[src/rtl/aqp_video_timing_if.sv]
// rtl/aqp_video_timing_if.sv - video timing output bundle plus the mode request input.
interface aqp_video_timing_if;
  logic       mode_req;
  logic       video_mode;
  logic       video_hsync;
  logic       video_vsync;
  logic       video_de;
  logic       video_newframe;
  logic       video_oddline;
  logic [9:0] video_hpos;
  logic [8:0] video_vpos;
  logic [3:0] video_r;
  logic [3:0] video_g;
  logic [3:0] video_b;

  modport master (
    input  mode_req,
    output video_mode, video_hsync, video_vsync, video_de, video_newframe,
           video_oddline, video_hpos, video_vpos, video_r, video_g, video_b
  );

  modport slave (
    output mode_req,
    input  video_mode, video_hsync, video_vsync, video_de, video_newframe,
           video_oddline, video_hpos, video_vpos, video_r, video_g, video_b
  );
endinterface

[src/rtl/aqp_video_timing.sv]
// rtl/aqp_video_timing.sv - raster timing generator, registered outputs, 480/240-line modes.
// Define AQP_VIDEO_TIMING_PATTERN_EN to drive an 8-bar colour test pattern on video_r/g/b.
module aqp_video_timing #(
  parameter int H_ACTIVE = 704,
  parameter int H_FP     = 16,
  parameter int H_SYNC   = 96,
  parameter int H_BP     = 94,
  parameter int V_ACTIVE = 480,
  parameter int V_FP     = 10,
  parameter int V_SYNC   = 2,
  parameter int V_BP     = 33
) (
  input  logic                video_clk,
  input  logic                video_reset_n,
  aqp_video_timing_if.master  vid
);

  localparam int H_TOTAL = H_ACTIVE + H_FP + H_SYNC + H_BP;
  localparam int V_TOTAL = V_ACTIVE + V_FP + V_SYNC + V_BP;
  localparam int HW      = $clog2(H_TOTAL);
  localparam int VW      = $clog2(V_TOTAL);

  localparam logic [HW-1:0] H_LAST   = HW'(H_TOTAL - 1);
  localparam logic [HW-1:0] H_ACT    = HW'(H_ACTIVE);
  localparam logic [HW-1:0] HS_BEGIN = HW'(H_ACTIVE + H_FP);
  localparam logic [HW-1:0] HS_END   = HW'(H_ACTIVE + H_FP + H_SYNC);
  localparam logic [VW-1:0] V_LAST   = VW'(V_TOTAL - 1);
  localparam logic [VW-1:0] V_ACT    = VW'(V_ACTIVE);
  localparam logic [VW-1:0] VS_BEGIN = VW'(V_ACTIVE + V_FP);
  localparam logic [VW-1:0] VS_END   = VW'(V_ACTIVE + V_FP + V_SYNC);

  logic          running;
  logic          frame_mode;
  logic [HW-1:0] hcnt;
  logic [VW-1:0] vcnt;
  logic          line_end;
  logic          frame_end;
  logic          de_c;
  logic [3:0]    pat_r;
  logic [3:0]    pat_g;
  logic [3:0]    pat_b;

  assign line_end  = (hcnt == H_LAST);
  assign frame_end = line_end && (vcnt == V_LAST);
  assign de_c      = (hcnt < H_ACT) && (vcnt < V_ACT);

  // The first edge after reset release only arms the counters, so hcnt = vcnt = 0
  // is evaluated during the following clock and newframe lands on the second edge.
  always_ff @(posedge video_clk or negedge video_reset_n) begin
    if (!video_reset_n) begin
      running    <= 1'b0;
      hcnt       <= '0;
      vcnt       <= '0;
      frame_mode <= 1'b0;
    end else if (!running) begin
      running <= 1'b1;
    end else begin
      hcnt <= line_end ? '0 : hcnt + 1'b1;
      if (line_end) begin
        vcnt <= frame_end ? '0 : vcnt + 1'b1;
      end
      if (frame_end) begin
        frame_mode <= vid.mode_req;
      end
    end
  end

`ifdef AQP_VIDEO_TIMING_PATTERN_EN
  localparam int BAR_W = H_ACTIVE / 8;
  localparam int BW    = (BAR_W > 1) ? $clog2(BAR_W) : 1;
  localparam logic [BW-1:0] BAR_LAST = BW'(BAR_W - 1);

  logic [2:0]    bar_idx;
  logic [BW-1:0] bar_px;

  // Bar index tracks hcnt / BAR_W with a pixel counter instead of a divider.
  always_ff @(posedge video_clk or negedge video_reset_n) begin
    if (!video_reset_n) begin
      bar_idx <= '0;
      bar_px  <= '0;
    end else if (running) begin
      if (line_end) begin
        bar_idx <= '0;
        bar_px  <= '0;
      end else if (bar_px == BAR_LAST) begin
        bar_idx <= bar_idx + 1'b1;
        bar_px  <= '0;
      end else begin
        bar_px <= bar_px + 1'b1;
      end
    end
  end

  assign pat_r = {4{bar_idx[2]}};
  assign pat_g = {4{bar_idx[1]}};
  assign pat_b = {4{bar_idx[0]}};
`else
  assign pat_r = 4'h0;
  assign pat_g = 4'h0;
  assign pat_b = 4'h0;
`endif

  always_ff @(posedge video_clk or negedge video_reset_n) begin
    if (!video_reset_n) begin
      vid.video_mode     <= 1'b0;
      vid.video_hsync    <= 1'b1;
      vid.video_vsync    <= 1'b1;
      vid.video_de       <= 1'b0;
      vid.video_newframe <= 1'b0;
      vid.video_oddline  <= 1'b0;
      vid.video_hpos     <= '0;
      vid.video_vpos     <= '0;
      vid.video_r        <= '0;
      vid.video_g        <= '0;
      vid.video_b        <= '0;
    end else if (running) begin
      vid.video_mode     <= frame_mode;
      vid.video_hsync    <= !((hcnt >= HS_BEGIN) && (hcnt < HS_END));
      vid.video_vsync    <= !((vcnt >= VS_BEGIN) && (vcnt < VS_END));
      vid.video_de       <= de_c;
      vid.video_newframe <= (hcnt == '0) && (vcnt == '0);
      vid.video_oddline  <= vcnt[0];
      vid.video_hpos     <= (hcnt < H_ACT) ? 10'(hcnt) : 10'd0;
      vid.video_vpos     <= (vcnt < V_ACT) ? (frame_mode ? 9'(vcnt >> 1) : 9'(vcnt)) : 9'd0;
      vid.video_r        <= de_c ? pat_r : 4'h0;
      vid.video_g        <= de_c ? pat_g : 4'h0;
      vid.video_b        <= de_c ? pat_b : 4'h0;
    end
  end

endmodule

[src/flat_wrapper.sv]
// flat-port wrapper written by rule: the top's interface ports become plain ports
module aqp_video_timing_flat 
#(
  parameter int H_ACTIVE = 704,
  parameter int H_FP     = 16,
  parameter int H_SYNC   = 96,
  parameter int H_BP     = 94,
  parameter int V_ACTIVE = 480,
  parameter int V_FP     = 10,
  parameter int V_SYNC   = 2,
  parameter int V_BP     = 33
)
  (video_clk, video_reset_n, vid_mode_req, vid_video_mode, vid_video_hsync, vid_video_vsync, vid_video_de, vid_video_newframe, vid_video_oddline, vid_video_hpos, vid_video_vpos, vid_video_r, vid_video_g, vid_video_b);
  aqp_video_timing_if vid_i ();
  input  logic video_clk;
  input  logic video_reset_n;
  input wire logic [$bits(vid_i.mode_req)-1:0] vid_mode_req;
  output wire logic [$bits(vid_i.video_mode)-1:0] vid_video_mode;
  output wire logic [$bits(vid_i.video_hsync)-1:0] vid_video_hsync;
  output wire logic [$bits(vid_i.video_vsync)-1:0] vid_video_vsync;
  output wire logic [$bits(vid_i.video_de)-1:0] vid_video_de;
  output wire logic [$bits(vid_i.video_newframe)-1:0] vid_video_newframe;
  output wire logic [$bits(vid_i.video_oddline)-1:0] vid_video_oddline;
  output wire logic [$bits(vid_i.video_hpos)-1:0] vid_video_hpos;
  output wire logic [$bits(vid_i.video_vpos)-1:0] vid_video_vpos;
  output wire logic [$bits(vid_i.video_r)-1:0] vid_video_r;
  output wire logic [$bits(vid_i.video_g)-1:0] vid_video_g;
  output wire logic [$bits(vid_i.video_b)-1:0] vid_video_b;
  assign vid_i.mode_req = vid_mode_req;
  assign vid_video_mode = vid_i.video_mode;
  assign vid_video_hsync = vid_i.video_hsync;
  assign vid_video_vsync = vid_i.video_vsync;
  assign vid_video_de = vid_i.video_de;
  assign vid_video_newframe = vid_i.video_newframe;
  assign vid_video_oddline = vid_i.video_oddline;
  assign vid_video_hpos = vid_i.video_hpos;
  assign vid_video_vpos = vid_i.video_vpos;
  assign vid_video_r = vid_i.video_r;
  assign vid_video_g = vid_i.video_g;
  assign vid_video_b = vid_i.video_b;
  aqp_video_timing #(.H_ACTIVE(H_ACTIVE), .H_FP(H_FP), .H_SYNC(H_SYNC), .H_BP(H_BP), .V_ACTIVE(V_ACTIVE), .V_FP(V_FP), .V_SYNC(V_SYNC), .V_BP(V_BP)) u_core (.video_clk(video_clk), .video_reset_n(video_reset_n), .vid(vid_i));
endmodule
[config.mk]
export PLATFORM = sky130hd
export DESIGN_NAME = aqp_video_timing_flat
export DESIGN_NICKNAME = d
export VERILOG_FILES = /design/src/rtl/aqp_video_timing_if.sv /design/src/rtl/aqp_video_timing.sv /design/src/flat_wrapper.sv
export SDC_FILE = /design/constraint.sdc
export NUM_CORES = 1
export LEC_CHECK = 0
export BUFFER_PORTS_ARGS = -buffer_cell sky130_fd_sc_hd__buf_2
export CELL_PAD_IN_SITES_DETAIL_PLACEMENT = 1
export CELL_PAD_IN_SITES_GLOBAL_PLACEMENT = 1
export CORE_AREA = 4 4 79 81
export DETAILED_ROUTE_END_ITERATION = 10
export DIE_AREA = 0 0 83 85
export HOLD_SLACK_MARGIN = 0.12
export PLACE_DENSITY = 0.81
export RECOVER_POWER = 100
export SETUP_SLACK_MARGIN = 0.2
export SLEW_MARGIN = 20
export SYNTH_ARGS = -nofsm -noshare
export SYNTH_HDL_FRONTEND = slang
export SYNTH_SLANG_ARGS = --single-unit
[constraint.sdc]
create_clock -name video_clk -period 2.2 [get_ports video_clk]
set_clock_uncertainty 0.05 [all_clocks]
set_input_delay 0 -clock video_clk [delete_from_list [all_inputs] [get_ports video_clk]]
set_output_delay 0 -clock video_clk [all_outputs]
set_load 0.005 [all_outputs]
==> Yosys cells after proc, flatten, opt, wreduce, memory -nomap -nowiden <==
Index checks and enable logic that the tools add are counted.
{ "word_totals": {"register_bits": 47, "wordCells": 38} }
{ "classes": {"addsub": 2, "order_cmp": 6, "n_eq_ne": 2, "n_mux": 5, "reduce_logical": 11} }
{ "op_table": {"columns": ["cell", "n"], "rows": [
  ["2-to-1 mux 10 bit", 3],
  ["adder 10 x 1 -> 10 bit (second input constant)", 2],
  ["== test 10 bit (second input constant)", 2],
  ["zero test 10 bit", 2],
  ["less-than comparator 10 bit (second input constant)", 2],
  ["less-than comparator 10 x 9 -> 1 bit (second input constant)", 2],
  ["2-to-1 mux 9 bit", 2],
  ["greater-or-equal comparator 10 bit (second input constant)", 1],
  ["greater-or-equal comparator 10 x 9 -> 1 bit (second input constant)", 1],
  ["logical AND 1 bit", 5],
  ["AND reduction 2 bit", 2],
  ["zero test 1 bit", 2]
]} }

==> Longest topological paths before layout <==
Gate-level depths: netlist (run 1).
{ "depth": {"ltp_word": 3, "depth_mapped": 7, "depth_no_buf": 6} }

==> Least setup slack after synthesis (run 1) <==
Ideal clock, no wire load.
{ "synth_timing": {"path_type": "register to register", "from": "register u_core.hcnt[4]", "to": "register u_core.vcnt[9]", "setup_ps": 119, "arrival_ps": 1689, "t_required_ps": 2031, "path_slack_ps": 342, "path_stages_with_launch": 6, "n_path_buf": 1, "period_less_slack_ps": 1858, "path_cell_list": "dfrtp_1 > or2_1 > or4_4 > buf_6 > a211o_1 > and2_1"} }
{ "synth_via": {"elab_chain_cells": 3, "word_cells_on_any_way": 4, "classes_between": "eq/ne (1); mux (1); reduce/logical (2)"} }
{ "synth_lines": {"columns": ["item", "line_no", "rtl"], "rows": [
  ["start, declared", "aqp_video_timing.sv:34", "logic [HW-1:0] hcnt;"],
  ["start signal, assigned", "aqp_video_timing.sv:58", "hcnt <= line_end ? '0 : hcnt + 1'b1;"],
  ["== test 10 bit (*)", "aqp_video_timing.sv:43", "assign line_end = (hcnt == H_LAST);"],
  ["logical AND 1 bit", "aqp_video_timing.sv:44", "assign frame_end = line_end && (vcnt == V_LAST);"],
  ["2-to-1 mux 10 bit", "aqp_video_timing.sv:60", "vcnt <= frame_end ? '0 : vcnt + 1'b1;"],
  ["end signal, assigned", "aqp_video_timing.sv:60", null],
  ["end, declared", "aqp_video_timing.sv:35", "logic [VW-1:0] vcnt;"]
]} }
Mark *: on every way between the ends. The rest lies on a longest branch, timed or not.
A chain may end at the register's enable or synchronous reset.

==> Worst setup path after layout (run 1) <==
{ "layout_timing": {"from": "register u_core.hcnt[5]", "to": "register u_core.vcnt[7]"} }
Same word-level chain as after synthesis.

==> flow_metrics.tcl, run 1 <==
set metrics [dict create \
    drc 0 \
    grt_usage 0.182 \
    synth_common_cells "dfrtp_1 (45), buf_4 (14), nand3_1 (13), nor2_1 (12), o21ai_0 (11)" \
    crit_chain "or2_4, or4_4, clkbuf_2, nor3_4, xor2_1" \
    grt_overflow_total 0 \
    synth_most_common_cell "dfrtp_1" \
    nets 271 \
    rows 27 \
    cts_buffers 5 \
    crit_required_ps 2370 \
    core_area_sq_mm 0.00547 \
    hold_path_class "primary input to register" \
    ioPinCount 40 \
    synthCells 223 \
    hold-worst-slack_ps 427 \
    die_h_um 85 \
    syn_area_sq_mm 0.00239 \
    synth_top_cell_by_area "dfrtp_1" \
    drive_gt1_frac 0.170 \
    grt_pass1_vias 1974 \
    seq_area_frac_synth 0.493 \
    status "completed" \
    finalCritPeriodShare 0.909 \
    slowest_delay_ps 570 \
    post-place-ws_ps 207 \
    gp_congestion 0.897 \
    max_cap_violations 0 \
    fin_ws_ps 201 \
    seqCellArea_sq_mm 0.00118 \
    slew_headroom 0.121 \
    hold_viol 0 \
    layout_min_cycle_time_ps 2000 \
    clk_latency_ps 300 \
    tightestPinTransition_ps 1320 \
    fin_setup_tns_ps 0 \
    cp-startpoint "u_core.hcnt[5]$_DFFE_PN0P_" \
    r2r_start "u_core.hcnt[5]$_DFFE_PN0P_" \
    ys.flop_type "dfrtp_1" \
    wl_per_cell_um 18.8 \
    dp.cells 321 \
    synth_area_leaders "dfrtp_1 (47%), buf_4 (4.4%), mux2i_1 (3.8%)" \
    yosys_warnings 0 \
    drv_slew 0 \
    synth_edf_count 0 \
    n_fill_cell 671 \
    crit_fanout 7 \
    peakVddDrop_mv 0.262 \
    worst_setup_path_start_kind "register" \
    grt_pass1_wl_um 10500 \
    hold_start "vid_mode_req" \
    dpl.hpwl_um 4120 \
    htreeDepth 2 \
    final_core_util 0.493 \
    rsz0062_at_grt "no" \
    grt_max_degree 26 \
    start_util 0.437 \
    cp-end-kind "register" \
    cellPowerDensity_mw_per_mm2 764 \
    area_growth_pct 12.8 \
    vias 1906 \
    cts_root_buf "clkbuf_8" \
    multiInputGateArea_sq_mm 0.00102 \
    routed_wl_um 6320 \
    synth_seq_cells 47 \
    fin_area_sq_mm 0.00270 \
    synth_area_per_cell_sq_um 10.7 \
    cts_sinks 47 \
    yosysTopAreaCellShare 0.471 \
    drtIter0Drc 232 \
    crit_type "register to register" \
    setup_viol 0 \
    async_flop_share 1.00 \
    vias_per_cell 5.67 \
    drt_first_pass_iters 4 \
    clk_path_buf_depth 2 \
    max_freq_mhz 500 \
    arrival_ps 2170 \
    cpLargestDelayFamily "simple AND/OR/NAND/NOR gates" \
    die_w_um 83 \
    drt.antenna.violating_nets 0 \
    power_mw 2.06 \
    dieArea_sq_mm 0.00706 \
    fin_cells 336 \
    io_buffers 27 \
    path_buf_inv 1 \
    antenna_found_initial 0 \
    cts_tree "yes" \
    antenna_cells 0 \
    synth_cell_types 46 \
    dpl_cell_area_sq_mm 0.00256 \
    clk_pin_slew_worst_paths_ps 90 \
    p_leak_nw 1.21 \
    cp_slowest_cell "or4_4" \
]
[cell families (layout without fill, tap and decap cells)]
logic type	after synthesis	in the layout	share of synthesized area
and+or+nand+nor	64	64	0.148
AOI/OAI and AO/OA	49	49	0.150
DFF	47	47	0.493
buffers and inverters	37	67	0.102
muxes	12	12	0.0518
xor gates and xnor gates	7	7	0.0256
adders and majority gates	5	5	0.0262
other	2	13	0.00314
[sequential cells by signal (all words and copies together), names as in the netlist]
| register | cells |
|---|---|
| u_core.frame_mode | 1 |
| u_core.hcnt | 10 |
| u_core.running | 1 |
| u_core.vcnt | 10 |
| u_core.vid.video_de | 1 |
| u_core.vid.video_hpos | 10 |
| u_core.vid.video_hsync | 1 |
| u_core.vid.video_mode | 1 |
| u_core.vid.video_newframe | 1 |
| u_core.vid.video_oddline | 1 |
| u_core.vid.video_vpos | 9 |
| u_core.vid.video_vsync | 1 |
[area by class of cell]
cell class	instances	area share
Clock buffer	5	0.0255
Clock inverter	3	0.0162
Inverter	10	0.0139
Multi-Input combinational cell	150	0.378
Sequential cell	47	0.437
Tap cell	72	0.0334
Timing Repair Buffer	49	0.0960
[worst paths after layout]
path	to	slack [ps]	depth (start not counted)
max	u_core.vcnt[7]$_DFFE_PN0P_	200	5
min	u_core.frame_mode$_DFFE_PN0P_	430	3
max reg2reg	u_core.vcnt[7]$_DFFE_PN0P_	200	5
min reg2reg	u_core.vid.video_vpos[8]$_DFFE_PN0P_	440	1
max in group asynchronous	u_core.hcnt[5]$_DFFE_PN0P_	660	3
min in group asynchronous	u_core.vid.video_vpos[4]$_DFFE_PN0P_	560	3
[per-layer routing]
metal / track usage / part of all wire
met3: 0.0398 / 0.053
met2: 0.302 / 0.48
met1: 0.243 / 0.45
met4: 0.0475 / 0.015
met5: 0 / 0
[worst reg2reg max path, stage by stage, from the launching register on]
cell,delay [ps]
dfrtp_2,450
or2_4,260
or4_4,570
clkbuf_2,210
nor3_4,210
xor2_1,160
[report_power, final]
part | leakage [nW] | total (mW) | switching [mW] | internal (mW)
Clock | 0.0581 | 0.647 | 0.308 | 0.339
Combinational | 0.523 | 0.402 | 0.233 | 0.170
Sequential | 0.624 | 1.01 | 0.0636 | 0.948
Total | 1.21 | 2.06 | 0.604 | 1.46
[placed cells by master (no fill, tap or decap), types with 3 or more instances in the layout]
cell and count:
a31oi_1 4, nor2_1 12, clkbuf_8 5, mux2_2 3, ha_1 5, nand3_1 13, nand2_1 9, buf_4 13
dfrtp_1 44, nand4_1 4, buf_2 10, nor3_1 5, nor4_1 3, clkbuf_1 23, o21ai_0 9, a22o_1 10
conb_1 13, inv_1 9, xor2_1 3, xnor2_1 4, mux2i_1 9, o31ai_1 5, and3_1 3, o2bb2ai_1 10
[repair_timing]
item,CTS,global route
hold buffers,2,0
endpoints found under the hold margin,48,0
pin swaps,1,1
resized for setup,5,3
setup endpoints to repair,1,9
buffers inserted,4,1
No activity file was read; power rests on OpenSTA's default activity.
==> run 2: changes to the inputs <==
--- a/config.mk
+++ b/config.mk
@@ -8,11 +8,12 @@
 export BUFFER_PORTS_ARGS = -buffer_cell sky130_fd_sc_hd__buf_2
 export CELL_PAD_IN_SITES_DETAIL_PLACEMENT = 1
 export CELL_PAD_IN_SITES_GLOBAL_PLACEMENT = 1
-export CORE_AREA = 4 4 79 81
+export CORE_AREA = 4 4 77 79
+export CTS_CLUSTER_SIZE = 24
 export DETAILED_ROUTE_END_ITERATION = 10
-export DIE_AREA = 0 0 83 85
+export DIE_AREA = 0 0 81 83
 export HOLD_SLACK_MARGIN = 0.12
-export PLACE_DENSITY = 0.81
+export PLACE_DENSITY = 0.85
 export RECOVER_POWER = 100
 export SETUP_SLACK_MARGIN = 0.2
 export SLEW_MARGIN = 20
==> constraint.sdc (replaced) <==
create_clock -name video_clk -period 2.5 [get_ports video_clk]
set_clock_uncertainty 0.05 [all_clocks]
set_input_delay 0.25 -clock video_clk [delete_from_list [all_inputs] [get_ports video_clk]]
set_output_delay 0.25 -clock video_clk [all_outputs]
set_load 0.005 [all_outputs]
==> run 2 against run 1 <==
  * Register-to-register slack improved by 90 ps
  * Via count is 5.0% lower
  * Global-route usage up 0.55 points
  * Worst setup slack gained 94 ps
  * Die area shrank 4.7%
  * Clock-buffer cell count rose by 2
  * Worst hold slack got worse by 270 ps
  * Total power is 22% lower
  * Fmax fell by 9.3%
  * Routed wire length down 8.1%
  * First-iteration DRC count decreased by 27%
  * Critical path depth grew 1
  * Critical path type unchanged
  * Critical endpoint is now u_core.frame_mode$_DFFE_PN0P_
  * Largest power group unchanged
==> flow_metrics.tcl, run 2 (synthesis results as in run 1) <==
set metrics [dict create \
    cts_buffers 5 \
    crit_fanout 13 \
    final_core_util 0.481 \
    antenna_cells 0 \
    grt_usage 0.188 \
    die_h_um 83 \
    hold_depth 2 \
    antenna_found_initial 0 \
    tightestPinTransition_ps 924 \
    crit_type "register to register" \
    cp_slowest_cell "or4_1" \
    routed_wl_um 5810 \
    cts_sinks 47 \
    dpl.hpwl_um 4150 \
    fin_setup_tns_ps 0 \
    htreeDepth 2 \
    start_util 0.448 \
    vias_per_cell 5.61 \
    rr_worst_depth 6 \
    hold_path_class "primary input to register" \
    cp-end-kind "register" \
    drt_first_pass_iters 4 \
    slowest_delay_ps 650 \
    arrival_ps 2340 \
    cellPowerDensity_mw_per_mm2 628 \
    gp_congestion 0.828 \
    slew_headroom 0.384 \
    path_buf_inv 1 \
    drc 0 \
    min_to "u_core.frame_mode$_DFFE_PN0P_" \
    status "completed" \
    io_buffers 27 \
    layout_min_cycle_time_ps 2210 \
    top_regs "u_core.hcnt: 10 flops, u_core.vcnt: 10 flops, u_core.vid.video_hpos: 10 flops" \
    finalCritPeriodShare 0.882 \
    ioPinCount 40 \
    mostFrequentLayoutCell "dfrtp_1" \
    cts_root_buf "clkbuf_8" \
    nets 258 \
    r2r_start "u_core.hcnt[1]$_DFFE_PN0P_" \
    clk_latency_ps 300 \
    max_freq_mhz 453 \
    cpLargestDelayFamily "simple AND/OR/NAND/NOR gates" \
    grt_overflow_total 0 \
    setup_viol 0 \
    rsz0062_at_grt "no" \
    grt_pass1_vias 1912 \
    area_growth_pct 7.38 \
    clk_pin_slew_worst_paths_ps 90 \
    crit_chain "inv_1, ha_1, nand3b_1, or4_1, nor2_1, mux2_2" \
    r2r-end "u_core.frame_mode$_DFFE_PN0P_" \
    hold_start "vid_mode_req" \
    cts_tree "yes" \
    post-place-ws_ps 468 \
    drt.antenna.violating_nets 0 \
    core_area_sq_mm 0.00534 \
    max_cap_violations 0 \
    dieArea_sq_mm 0.00672 \
    die_w_um 81 \
    fin_ws_ps 295 \
    grt_pass1_wl_um 9980 \
    worst_setup_path_start_kind "register" \
    vias 1811 \
    drive_gt1_frac 0.139 \
    n_fill_cell 637 \
    p_leak_nw 1.14 \
    r2r_setup_slack_ps 290 \
    crit_required_ps 2640 \
    drv_slew 0 \
    drtIter0Drc 170 \
    peakVddDrop_mv 0.321 \
    grt_max_degree 31 \
    hold_viol 0 \
    rows 27 \
    layout_common_cells "dfrtp_1 (45), clkbuf_1 (17), buf_2 (14)" \
    clk_path_buf_depth 2 \
    wl_per_cell_um 18.0 \
]
run 2: repair_timing:
item                                   4_1_cts  5_1_grt
hold buffers                                 1        0
resized for setup                            0        0
setup endpoints to repair                    0        0
endpoints found under the hold margin       17        0
buffers inserted                             0        0
run 2: layer usage:
layer / part of all wire / track usage / vias to the layer above
li1: - / - / 831
met1: 0.44 / 0.260 / 914
met2: 0.49 / 0.302 / 58
met3: 0.046 / 0.0315 / 8
met4: 0.015 / 0.0492 / 0
met5: 0 / 0 / -
run 2: worst max-delay path by stage:
stage	cells past startpoint	to	from	slack, ps
after global placement	4	u_core.frame_mode$_DFFE_PN0P_	u_core.hcnt[4]$_DFFE_PN0P_	560
final	6	u_core.frame_mode$_DFFE_PN0P_	u_core.hcnt[1]$_DFFE_PN0P_	290
after global routing	6	u_core.frame_mode$_DFFE_PN0P_	u_core.hcnt[1]$_DFFE_PN0P_	190
after floorplan	5	u_core.vcnt[9]$_DFFE_PN0P_	u_core.hcnt[4]$_DFFE_PN0P_	640
after detailed placement	6	u_core.frame_mode$_DFFE_PN0P_	u_core.hcnt[1]$_DFFE_PN0P_	470
after CTS	6	u_core.frame_mode$_DFFE_PN0P_	u_core.hcnt[1]$_DFFE_PN0P_	440
run 2: cell type report:
cell class	instances	area, sq um	area share
sequential	47	1180	0.459
multi-input combinational	150	1000	0.390
timing repair buffer	36	179	0.0697
tap	72	90.1	0.0351
clock buffer	7	76.3	0.0297
inverter	10	37.5	0.0146
clock inverter	1	5.00	0.00195
run 2: power breakdown:
| group | internal (mW) | switching, mW |
|---|---|---|
| combinational | 0.105 | 0.136 |
| clock | 0.197 | 0.239 |
| sequential | 0.833 | 0.103 |
| total | 1.13 | 0.477 |
run 2: through the flow:
step | cells | power [mW] | hold WS (ps) | instance area (sq um)
floorplan | 234 | 1.10 | -95.6 | 2430
global placement | 314 | 1.17 | 143 | 2510
detailed placement | 314 | 1.19 | 140 | 2510
CTS | 323 | 1.64 | 154 | 2600
global route | 323 | 1.71 | 149 | 2570
finish | 323 | 1.61 | 156 | 2570
